`config.mk`:
```
export PLATFORM = sky130hd
export DESIGN_NAME = ysyx_24100029_mem_arbiter
export DESIGN_NICKNAME = d
export VERILOG_FILES = /design/src/rtl/ysyx_24100029_arb_pkg.sv /design/src/rtl/ysyx_24100029_axi_chan_mux.sv /design/src/rtl/ysyx_24100029_mem_arbiter.sv
export SDC_FILE = /design/constraint.sdc
export NUM_CORES = 1
export LEC_CHECK = 0
export ABC_AREA = 1
export CAP_MARGIN = 10
export CORE_AREA = 2 2 186 188
export CTS_CLUSTER_SIZE = 25
export DETAILED_ROUTE_END_ITERATION = 7
export DIE_AREA = 0 0 188 190
export GPL_TIMING_DRIVEN = 0
export PLACE_DENSITY = 0.35
export SLEW_MARGIN = 20
export SYNTH_ARGS = -nofsm -noshare
export SYNTH_HDL_FRONTEND = slang
export SYNTH_SLANG_ARGS = --single-unit
export TNS_END_PERCENT = 1
```
`constraint.sdc`:
```
create_clock -name clock -period 1.45 [get_ports clock]
set_input_delay 0.2175 -clock clock [delete_from_list [all_inputs] [get_ports clock]]
set_output_delay 0.2175 -clock clock [all_outputs]
set_load 0.05 [all_outputs]
```
`src/rtl/ysyx_24100029_arb_pkg.sv`:
```
// Shared types for the IFU/LSU memory arbiter: grant encoding and AXI4 channel payloads.
// Anything that decodes the arbiter's grant output should use grant_e from here.
package ysyx_24100029_arb_pkg;

    localparam int ADDR_W = 32;
    localparam int DATA_W = 32;
    localparam int ID_W   = 4;
    localparam int STRB_W = DATA_W / 8;

    typedef enum logic [1:0] {
        IDLE   = 2'd0,
        IFU_RD = 2'd1,
        LSU_RD = 2'd2,
        LSU_WR = 2'd3
    } grant_e;

    // AR and AW carry the same request fields.
    typedef struct packed {
        logic [ADDR_W-1:0] addr;
        logic [ID_W-1:0]   id;
        logic [7:0]        len;
        logic [2:0]        size;
        logic [1:0]        burst;
    } ax_t;

    typedef struct packed {
        logic [DATA_W-1:0] data;
        logic [STRB_W-1:0] strb;
        logic              last;
    } w_t;

    typedef struct packed {
        logic [DATA_W-1:0] data;
        logic [1:0]        resp;
        logic              last;
        logic [ID_W-1:0]   id;
    } r_t;

    typedef struct packed {
        logic [1:0]      resp;
        logic [ID_W-1:0] id;
    } b_t;

endpackage

```
`src/rtl/ysyx_24100029_axi_chan_mux.sv`:
```
// One AXI request channel (valid/payload forward, ready back) muxed from two masters onto
// the shared port. The unselected master sees ready = 0; with nothing selected the port is all zero.
module ysyx_24100029_axi_chan_mux #(
    parameter int W = 1
) (
    input  logic [1:0]   i_sel,        // [0] master 0 (IFU), [1] master 1 (LSU); at most one set
    input  logic         i_m0_valid,
    input  logic [W-1:0] i_m0_data,
    output logic         o_m0_ready,
    input  logic         i_m1_valid,
    input  logic [W-1:0] i_m1_data,
    output logic         o_m1_ready,
    output logic         o_s_valid,
    output logic [W-1:0] o_s_data,
    input  logic         i_s_ready
);

    // NOTE: every output gets a default before the branches, so no latch can be inferred.
    always_comb begin
        o_s_valid  = 1'b0;
        o_s_data   = '0;
        o_m0_ready = 1'b0;
        o_m1_ready = 1'b0;
        if (i_sel[0]) begin
            o_s_valid  = i_m0_valid;
            o_s_data   = i_m0_data;
            o_m0_ready = i_s_ready;
        end else if (i_sel[1]) begin
            o_s_valid  = i_m1_valid;
            o_s_data   = i_m1_data;
            o_m1_ready = i_s_ready;
        end
    end

endmodule

```
`src/rtl/ysyx_24100029_mem_arbiter.sv`:
```
// Shares the single external AXI4 port between icache refill (IFU, read only) and the LSU.
// Whole transactions are serialised; LSU has priority, bounded by a streak guard for pending fetches.
module ysyx_24100029_mem_arbiter
    import ysyx_24100029_arb_pkg::*;
#(
    parameter int MAX_LSU_STREAK = 4
) (
    input  logic       clock,
    input  logic       reset,
    // IFU master (AW/W/B never granted)
    input  logic       i_ifu_arvalid,
    input  ax_t        i_ifu_ar,
    output logic       o_ifu_arready,
    output logic       o_ifu_rvalid,
    output r_t         o_ifu_r,
    input  logic       i_ifu_rready,
    input  logic       i_ifu_awvalid,
    output logic       o_ifu_awready,
    input  logic       i_ifu_wvalid,
    output logic       o_ifu_wready,
    output logic       o_ifu_bvalid,
    // LSU master
    input  logic       i_lsu_arvalid,
    input  ax_t        i_lsu_ar,
    output logic       o_lsu_arready,
    output logic       o_lsu_rvalid,
    output r_t         o_lsu_r,
    input  logic       i_lsu_rready,
    input  logic       i_lsu_awvalid,
    input  ax_t        i_lsu_aw,
    output logic       o_lsu_awready,
    input  logic       i_lsu_wvalid,
    input  w_t         i_lsu_w,
    output logic       o_lsu_wready,
    output logic       o_lsu_bvalid,
    output b_t         o_lsu_b,
    input  logic       i_lsu_bready,
    // shared downstream port
    output logic       o_mem_arvalid,
    output ax_t        o_mem_ar,
    input  logic       i_mem_arready,
    input  logic       i_mem_rvalid,
    input  r_t         i_mem_r,
    output logic       o_mem_rready,
    output logic       o_mem_awvalid,
    output ax_t        o_mem_aw,
    input  logic       i_mem_awready,
    output logic       o_mem_wvalid,
    output w_t         o_mem_w,
    input  logic       i_mem_wready,
    input  logic       i_mem_bvalid,
    input  b_t         i_mem_b,
    output logic       o_mem_bready,
    output logic [1:0] o_grant
);

    localparam int                  STREAK_W   = $clog2(MAX_LSU_STREAK + 1);
    localparam logic [STREAK_W-1:0] STREAK_MAX = STREAK_W'(MAX_LSU_STREAK);

    grant_e              r_state;
    grant_e              w_state_d;
    logic [STREAK_W-1:0] r_streak;
    logic [STREAK_W-1:0] w_streak_d;

    logic w_ifu_rd;
    logic w_lsu_rd;
    logic w_lsu_wr;

    assign w_ifu_rd = (r_state == IFU_RD);
    assign w_lsu_rd = (r_state == LSU_RD);
    assign w_lsu_wr = (r_state == LSU_WR);

    always_comb begin
        w_state_d  = r_state;
        w_streak_d = r_streak;
        case (r_state)
            IDLE: begin
                if (i_ifu_arvalid && (r_streak == STREAK_MAX)) w_state_d = IFU_RD;
                else if (i_lsu_awvalid)                         w_state_d = LSU_WR;
                else if (i_lsu_arvalid)                         w_state_d = LSU_RD;
                else if (i_ifu_arvalid)                         w_state_d = IFU_RD;

                // Streak counts LSU grants that overtook a waiting fetch.
                if (w_state_d == IFU_RD) begin
                    w_streak_d = '0;
                end else if (w_state_d != IDLE) begin
                    if (!i_ifu_arvalid)               w_streak_d = '0;
                    else if (r_streak != STREAK_MAX)  w_streak_d = r_streak + 1'b1;
                end
            end
            IFU_RD: if (i_mem_rvalid && i_ifu_rready && i_mem_r.last) w_state_d = IDLE;
            LSU_RD: if (i_mem_rvalid && i_lsu_rready && i_mem_r.last) w_state_d = IDLE;
            LSU_WR: if (i_mem_bvalid && i_lsu_bready)                 w_state_d = IDLE;
            default: w_state_d = IDLE;
        endcase
    end

    // NOTE: sequential state uses non-blocking assignments so every register samples pre-edge values.
    always_ff @(posedge clock or posedge reset) begin
        if (reset) begin
            r_state  <= IDLE;
            r_streak <= '0;
        end else begin
            r_state  <= w_state_d;
            r_streak <= w_streak_d;
        end
    end

    assign o_grant = r_state;

    ysyx_24100029_axi_chan_mux #(.W($bits(ax_t))) u_ar_mux (
        .i_sel      ({w_lsu_rd, w_ifu_rd}),
        .i_m0_valid (i_ifu_arvalid),
        .i_m0_data  (i_ifu_ar),
        .o_m0_ready (o_ifu_arready),
        .i_m1_valid (i_lsu_arvalid),
        .i_m1_data  (i_lsu_ar),
        .o_m1_ready (o_lsu_arready),
        .o_s_valid  (o_mem_arvalid),
        .o_s_data   (o_mem_ar),
        .i_s_ready  (i_mem_arready)
    );

    // IFU write-side requests are wired in but never selected, so they can never reach memory.
    ysyx_24100029_axi_chan_mux #(.W($bits(ax_t))) u_aw_mux (
        .i_sel      ({w_lsu_wr, 1'b0}),
        .i_m0_valid (i_ifu_awvalid),
        .i_m0_data  ('0),
        .o_m0_ready (o_ifu_awready),
        .i_m1_valid (i_lsu_awvalid),
        .i_m1_data  (i_lsu_aw),
        .o_m1_ready (o_lsu_awready),
        .o_s_valid  (o_mem_awvalid),
        .o_s_data   (o_mem_aw),
        .i_s_ready  (i_mem_awready)
    );

    ysyx_24100029_axi_chan_mux #(.W($bits(w_t))) u_w_mux (
        .i_sel      ({w_lsu_wr, 1'b0}),
        .i_m0_valid (i_ifu_wvalid),
        .i_m0_data  ('0),
        .o_m0_ready (o_ifu_wready),
        .i_m1_valid (i_lsu_wvalid),
        .i_m1_data  (i_lsu_w),
        .o_m1_ready (o_lsu_wready),
        .o_s_valid  (o_mem_wvalid),
        .o_s_data   (o_mem_w),
        .i_s_ready  (i_mem_wready)
    );

    // Response channels: route to the owner only, zero for everyone else.
    assign o_ifu_rvalid = w_ifu_rd & i_mem_rvalid;
    assign o_ifu_r      = w_ifu_rd ? i_mem_r : '0;
    assign o_lsu_rvalid = w_lsu_rd & i_mem_rvalid;
    assign o_lsu_r      = w_lsu_rd ? i_mem_r : '0;
    assign o_mem_rready = (w_ifu_rd & i_ifu_rready) | (w_lsu_rd & i_lsu_rready);

    assign o_lsu_bvalid = w_lsu_wr & i_mem_bvalid;
    assign o_lsu_b      = w_lsu_wr ? i_mem_b : '0;
    assign o_mem_bready = w_lsu_wr & i_lsu_bready;
    assign o_ifu_bvalid = 1'b0;

endmodule

```
==> flow_summary.yaml, run 1 <==
yosys:
  synth_flop_cell: "dfrtp_1"
  ys_seq_area_share_pct: 5.73
  ys_ff_latch: 5
  netlist-cell-type-count: 22
  synth-edff-count: 0
  syn_area_mm2: 0.00218
  synthTopCellsByArea: "nor2_1, inv_1, a22o_1"
  synth_cells: 450
  syn_area_per_cell_um2: 4.85
  synth.most_common_cell: "nor2_1"
  yosysWarnings: 0
  yosys-mux-area-fraction_pct: 0
  synthSimpleGateAreaFrac_pct: 35.6
  synthArstFlopShare_pct: 100
  synth_top_family_by_area: "simple AND/OR/NAND/NOR gates"
  synth_compound_area_share_pct: 22.6
  synth_xor_area_share_pct: 0
  synth_top_cell_area_share_pct: 31.3
  synth_top_cell_by_area: "nor2_1"
  synthAdderAreaFrac_pct: 1.15
  synth_common_cells: "nor2_1, inv_1, a22o_1"
finish:
  syn_to_final_growth_pct: 323
  final_area_mm2: 0.00923
  multiInputGateArea_mm2: 0.00237
  fillers: 3633
  fin_cells: 1393
  drive_above_1_share_pct: 49.8
  nets: 1186
  regArea_um2: 133
  diodes: 0
clock_network:
  clk_pin_slew_ps: 30
  cts_buffer_depth: 2
  cts_tree: "built"
  cts_max_level: 1
  cts-buffers-inserted: 3
  clk_latency_ps: 230
  holdBufCountCts: 0
  clock_sinks: 5
  root_buffer: "clkbuf_16"
critical_path:
  critPathRequiredTime_ps: 1230
  path_cells: "inv_4 -> nor2_4 -> buf_6 -> inv_8 -> buf_12 -> nor2_4 -> buf_4"
  cpPeakStageDelay_ps: 540
  cp_top_family: "buffers and inverters"
  start_kind: "flip-flop"
  crit_path_max_fanout: 10
  end_kind: "primary output"
  rrSetupSlack_ps: 80
  r2r-start: "o_grant[1]$_DFFE_PP0P_"
  critPathMostFrequentCell: "nor2_4"
  cp.buffers_inverters: 5
  r2r_end: "o_grant[1]$_DFFE_PP0P_"
  worstSetupPathType: "flip-flop to primary output"
  r2r_cells: 6
  slowest_stage: "dfrtp_4"
  crit_arrival_ps: 1580
floorplanning:
  die_area_mm2: 0.0357
  row_count: 68
  io_pins: 481
  coreArea_mm2: 0.0339
  initial_utilization_pct: 6.43
  die_h_um: 190
  fp.dieW_um: 188
sta:
  tightest_slew_ps: 544
  fin_setup_tns_ps: -64540
  slew_headroom_pct: 63.7
  hold_violations: 0
  min_period_over_period_pct: 124
  worst_slack_ps: -347
  min_period_ps: 1800
  drv_slew: 0
  finalSetupViolCount: 232
  timing.fmax_mhz: 556
  rsz0062_at_grt: "true"
  skew_ps: 2.59
detailed_routing:
  dr.pass1.iters: 4
  drt-initial-drc-count: 77
  wire_per_inst_um: 15.3
  drc: 0
  via_per_inst: 3.20
  routed_wl_um: 21400
  antenna_left: 0
  num_vias: 4461
outcome:
  violations: "negative setup slack"
  outcome: "finished with violations"
min_path:
  hold_class: "input pin to async pin"
placed_design:
  port_buffers: 475
  placedCellCount: 1382
  dp_hpwl_um: 19000
  place_area_mm2: 0.00856
  place_worst_setup_slack_ps: -1070
  gp_congestion: 0.765
job:
  maxCapViolations: 0
global_route:
  grt_overflow: 0
  grt_max_degree: 11
  grt_pass1_vias: 4468
  grt_pass1_wl_um: 30000
  antenna_found_initial: 1
  grtUsageTotal_pct: 11.3
pwr:
  p_leak_nw: 4.10
  p_per_area_mw_per_mm2: 2160
  peakVddDrop_uv: 1030
==> through the flow <==
| stage | total power (W) | hold WS [ps] | util (%) |
|---|---|---|---|
| after floorplan | 0.0121 | -3.94 | - |
| after global placement | 0.0181 | 441 | 25.2 |
| after detailed placement | 0.0180 | 445 | 25.2 |
| after CTS | 0.0194 | 202 | 26.0 |
| after global routing | 0.0208 | 229 | 27.2 |
| final | 0.0199 | 191 | 27.2 |
==> cells by family (layout without fill, tap and decap cells) <==
| kind of cell | Yosys count | count (layout) |
|---|---|---|
| other cells | 1 | 3 |
| simple gates | 199 | 199 |
| fa+ha+maj | 2 | 2 |
| buf+inv | 182 | 668 |
| compound gates | 61 | 61 |
| flops | 5 | 5 |
==> per-layer routing <==
| metal | vias to the layer above | track usage, % | routed length, um |
|---|---|---|---|
| met5 | - | 0 | 13 |
| met4 | 2 | 2.76 | 488 |
| met3 | 22 | 2.51 | 1350 |
| met2 | 224 | 23.4 | 12400 |
| met1 | 1939 | 11.1 | 7060 |
| li1 | 2274 | - | - |
==> area by class of cell <==
type | count | share of cell area, %
Buffer | 31 | 4.71
Clock buffer | 4 | 0.854
Inverter | 151 | 6.41
Multi-Input combinational cell | 265 | 25.7
Sequential cell | 5 | 1.44
Tap cell | 455 | 6.17
Timing Repair Buffer | 482 | 54.7
==> state kept, by name (all words and copies together) (netlist names) <==
register	count
r_streak	3
o_grant	2
==> worst max-delay path by stage <==
stage	start	end	slack, ps	cells past startpoint
after floorplan	o_grant[0]$_DFFE_PP0P_	o_lsu_b[4]	-170	3
final	o_grant[0]$_DFFE_PP0P_	o_ifu_r[26]	-350	7
after CTS	o_grant[0]$_DFFE_PP0P_	o_mem_aw[38]	-390	5
after global placement	o_grant[0]$_DFFE_PP0P_	o_lsu_rvalid	-1040	5
after global routing	o_grant[0]$_DFFE_PP0P_	o_ifu_r[26]	-400	7
after detailed placement	o_grant[0]$_DFFE_PP0P_	o_lsu_rvalid	-1070	5
==> power breakdown <==
part,total (W),switching (W),leakage (nW),internal (W)
clock network,0.000455,0.0000911,0.0382,0.000364
registers,0.000353,0.000131,0.0623,0.000222
logic,0.0191,0.0124,4.00,0.00670
==> what timing repair did <==
action,4_1_cts,5_1_grt
endpoints found under the setup margin,235,235
gates cloned,2,0
gates resized for setup,1253,169
setup buffers,5,0
hold endpoints to repair,0,0
pin swaps,3,0
==> layout by cell type, fill, tap and decap left out, types with 4 or more instances in the layout <==
master and n:
clkdlybuf4s15_2 68, clkdlybuf4s50_1 242, nand2_1 6, nor2_4 113, buf_6 118, buf_12 11, buf_4 25, o21ai_0 5
nor2_2 69, inv_1 147, a22o_1 45, buf_2 10, nand3_1 6, buf_8 22, a22o_4 4, clkbuf_4 13
Note: power is estimated with default switching activity, not from simulation.
==> run 2: changes to the inputs <==
--- a/config.mk
+++ b/config.mk
@@ -7,12 +7,14 @@
 export LEC_CHECK = 0
 export ABC_AREA = 1
 export CAP_MARGIN = 10
-export CORE_AREA = 2 2 186 188
+export CELL_PAD_IN_SITES_DETAIL_PLACEMENT = 2
+export CELL_PAD_IN_SITES_GLOBAL_PLACEMENT = 2
+export CORE_AREA = 2 2 185 187
 export CTS_CLUSTER_SIZE = 25
 export DETAILED_ROUTE_END_ITERATION = 7
-export DIE_AREA = 0 0 188 190
+export DIE_AREA = 0 0 187 189
 export GPL_TIMING_DRIVEN = 0
-export PLACE_DENSITY = 0.35
+export PLACE_DENSITY = 0.9
 export SLEW_MARGIN = 20
 export SYNTH_ARGS = -nofsm -noshare
 export SYNTH_HDL_FRONTEND = slang
==> run 2 against run 1 <==
  * The run still ends with negative setup slack left
  * Power rose by 1.5%
  * First-iteration DRC count fell by 13%
  * Clock skew barely moved
  * Setup slack got worse by 22 ps
  * Wire length rose by 9.4%
  * Die area fell by 1.1%
  * Register-to-register slack got worse by 190 ps
  * Sequential power fell by 2%
  * Worst hold slack got worse by 1.8 ps
  * Core utilization rose by 0.11 points
  * Final cell count fell by 0.36%
  * Maximum frequency fell by 1.2%
  * Critical path type unchanged
  * Critical endpoint is now o_mem_ar[43]
  * Highest routed layer is now met4
==> flow_summary.yaml, run 2 (synthesis gave the netlist of run 1 again) <==
sta:
  tightest_slew_ps: 540
  min_period_over_period_pct: 125
  rsz0062_at_grt: "true"
  min_period_ps: 1820
  slew_headroom_pct: 63.9
  timing.fmax_mhz: 550
  drv_slew: 0
  fin_setup_tns_ps: -60890
  worst_slack_ps: -369
  hold_violations: 0
  skew_ps: 2.19
  finalSetupViolCount: 235
finish:
  syn_to_final_growth_pct: 316
  nets: 1187
  largest_register_ffs: 3
  regMostFlops: "r_streak"
  drive_above_1_share_pct: 49.7
  final_cell_mix: "clkdlybuf4s50_1, inv_1, nor2_4"
  fin_cells: 1388
  layout_commonest_cell: "clkdlybuf4s50_1"
critical_path:
  slowest_stage: "dfrtp_4"
  r2r-start: "o_grant[0]$_DFFE_PP0P_"
  cp.buffers_inverters: 4
  end_kind: "primary output"
  crit_arrival_ps: 1600
  cpPeakStageDelay_ps: 530
  worstSetupPathType: "flip-flop to primary output"
  critPathMostFrequentCell: "buf_8"
  critPathRequiredTime_ps: 1230
  crit_path_max_fanout: 10
  crit_start: "o_grant[0]$_DFFE_PP0P_"
  path_cells: "inv_2 -> nor2_4 -> buf_12 -> buf_8 -> a22o_4 -> buf_8"
  cp_top_family: "flip-flops"
  start_kind: "flip-flop"
pwr:
  peakVddDrop_uv: 813
  p_per_area_mw_per_mm2: 2230
  p_leak_nw: 4.18
detailed_routing:
  antenna_left: 0
  num_vias: 4861
  wire_per_inst_um: 16.8
  drc: 0
  routed_wl_um: 23400
  dr.pass1.iters: 4
  via_per_inst: 3.50
  drt-initial-drc-count: 67
clock_network:
  clk_latency_ps: 230
  clock_sinks: 5
  cts-buffers-inserted: 3
  holdBufCountCts: 0
  cts_max_level: 1
  root_buffer: "clkbuf_16"
  clk_pin_slew_ps: 30
  cts_tree: "built"
  cts_buffer_depth: 2
floorplanning:
  die_area_mm2: 0.0353
  fp.dieW_um: 187
  initial_utilization_pct: 6.56
  io_pins: 481
  die_h_um: 189
  row_count: 67
  coreArea_mm2: 0.0333
placed_design:
  dp_hpwl_um: 20300
  gp_congestion: 0.837
  port_buffers: 475
  placedCellCount: 1375
global_route:
  grt_overflow: 0
  use_met2_pct: 24.6
  busiest_layer: "met2"
  grtUsageTotal_pct: 12.3
  grt_pass1_vias: 5557
  grt_pass1_wl_um: 33700
  antenna_found_initial: 1
  grt_max_degree: 11
  grtUsageMet1_pct: 13.1
  use_met3_pct: 2.76
outcome:
  outcome: "finished with violations"
  violations: "negative setup slack"
min_path:
  hold_class: "input pin to async pin"
job:
  maxCapViolations: 0
==> run 2: area by class of cell <==
type / count / area [um2]
fill: 3803 / 24200
timing repair buffer: 483 / 4920
multi-input combinational: 265 / 2360
inverter: 151 / 594
tap: 448 / 561
buffer: 31 / 438
sequential: 5 / 133
clock buffer: 4 / 78.8
antenna: 1 / 2.50
==> run 2: metrics by stage <==
step / power [W] / util (%) / setup WS (ps) / hold slack, ps / instance area [um2]
2_1_floorplan: 0.0121 / - / -166 / -3.94 / 3230
3_3_place_gp: 0.0178 / 25.7 / -1030 / 435 / 8550
3_5_place_dp: 0.0181 / 25.7 / -1030 / 434 / 8550
4_1_cts: 0.0182 / 25.3 / -555 / 196 / 8430
5_1_grt: 0.0210 / 27.3 / -404 / 213 / 9080
6_report: 0.0202 / 27.3 / -369 / 189 / 9080
==> run 2: per-layer routing <==
| layer | part of all wire, % | vias up | routed length, um |
|---|---|---|---|
| met3 | 6.6 | 10 | 1530 |
| li1 | - | 2275 | - |
| met1 | 37 | 2310 | 8610 |
| met5 | 0 | - | 0 |
| met4 | 1.0 | 0 | 244 |
| met2 | 56 | 266 | 13000 |
==> run 2: where the power goes <==
group	internal [W]	leakage [nW]	switching [W]
clock	0.000364	0.0382	0.0000850
sequential	0.000222	0.0623	0.000125
combinational	0.00682	4.08	0.0126
==> run 2: path summary, 6_finish.rpt <==
path,to,slack [ps],cells past startpoint
min in group clock,r_streak[2]$_DFFE_PP0P_,590,2
hold / removal,r_streak[0]$_DFFE_PP0P_,190,2
setup / recovery,o_mem_ar[43],-370,6
max in group asynchronous,o_grant[1]$_DFFE_PP0P_,1070,2
hold reg to reg,r_streak[2]$_DFFE_PP0P_,590,2
setup reg to reg,r_streak[1]$_DFFE_PP0P_,-110,5
==> run 2: what timing repair did <==
action / in CTS / in global routing
buffers inserted: 1 / 2
gates resized for setup: 1057 / 538
cloned: 1 / 4
pin swaps: 1 / 7
endpoints found under the setup margin: 234 / 237
endpoints found under the hold margin: 0 / 0
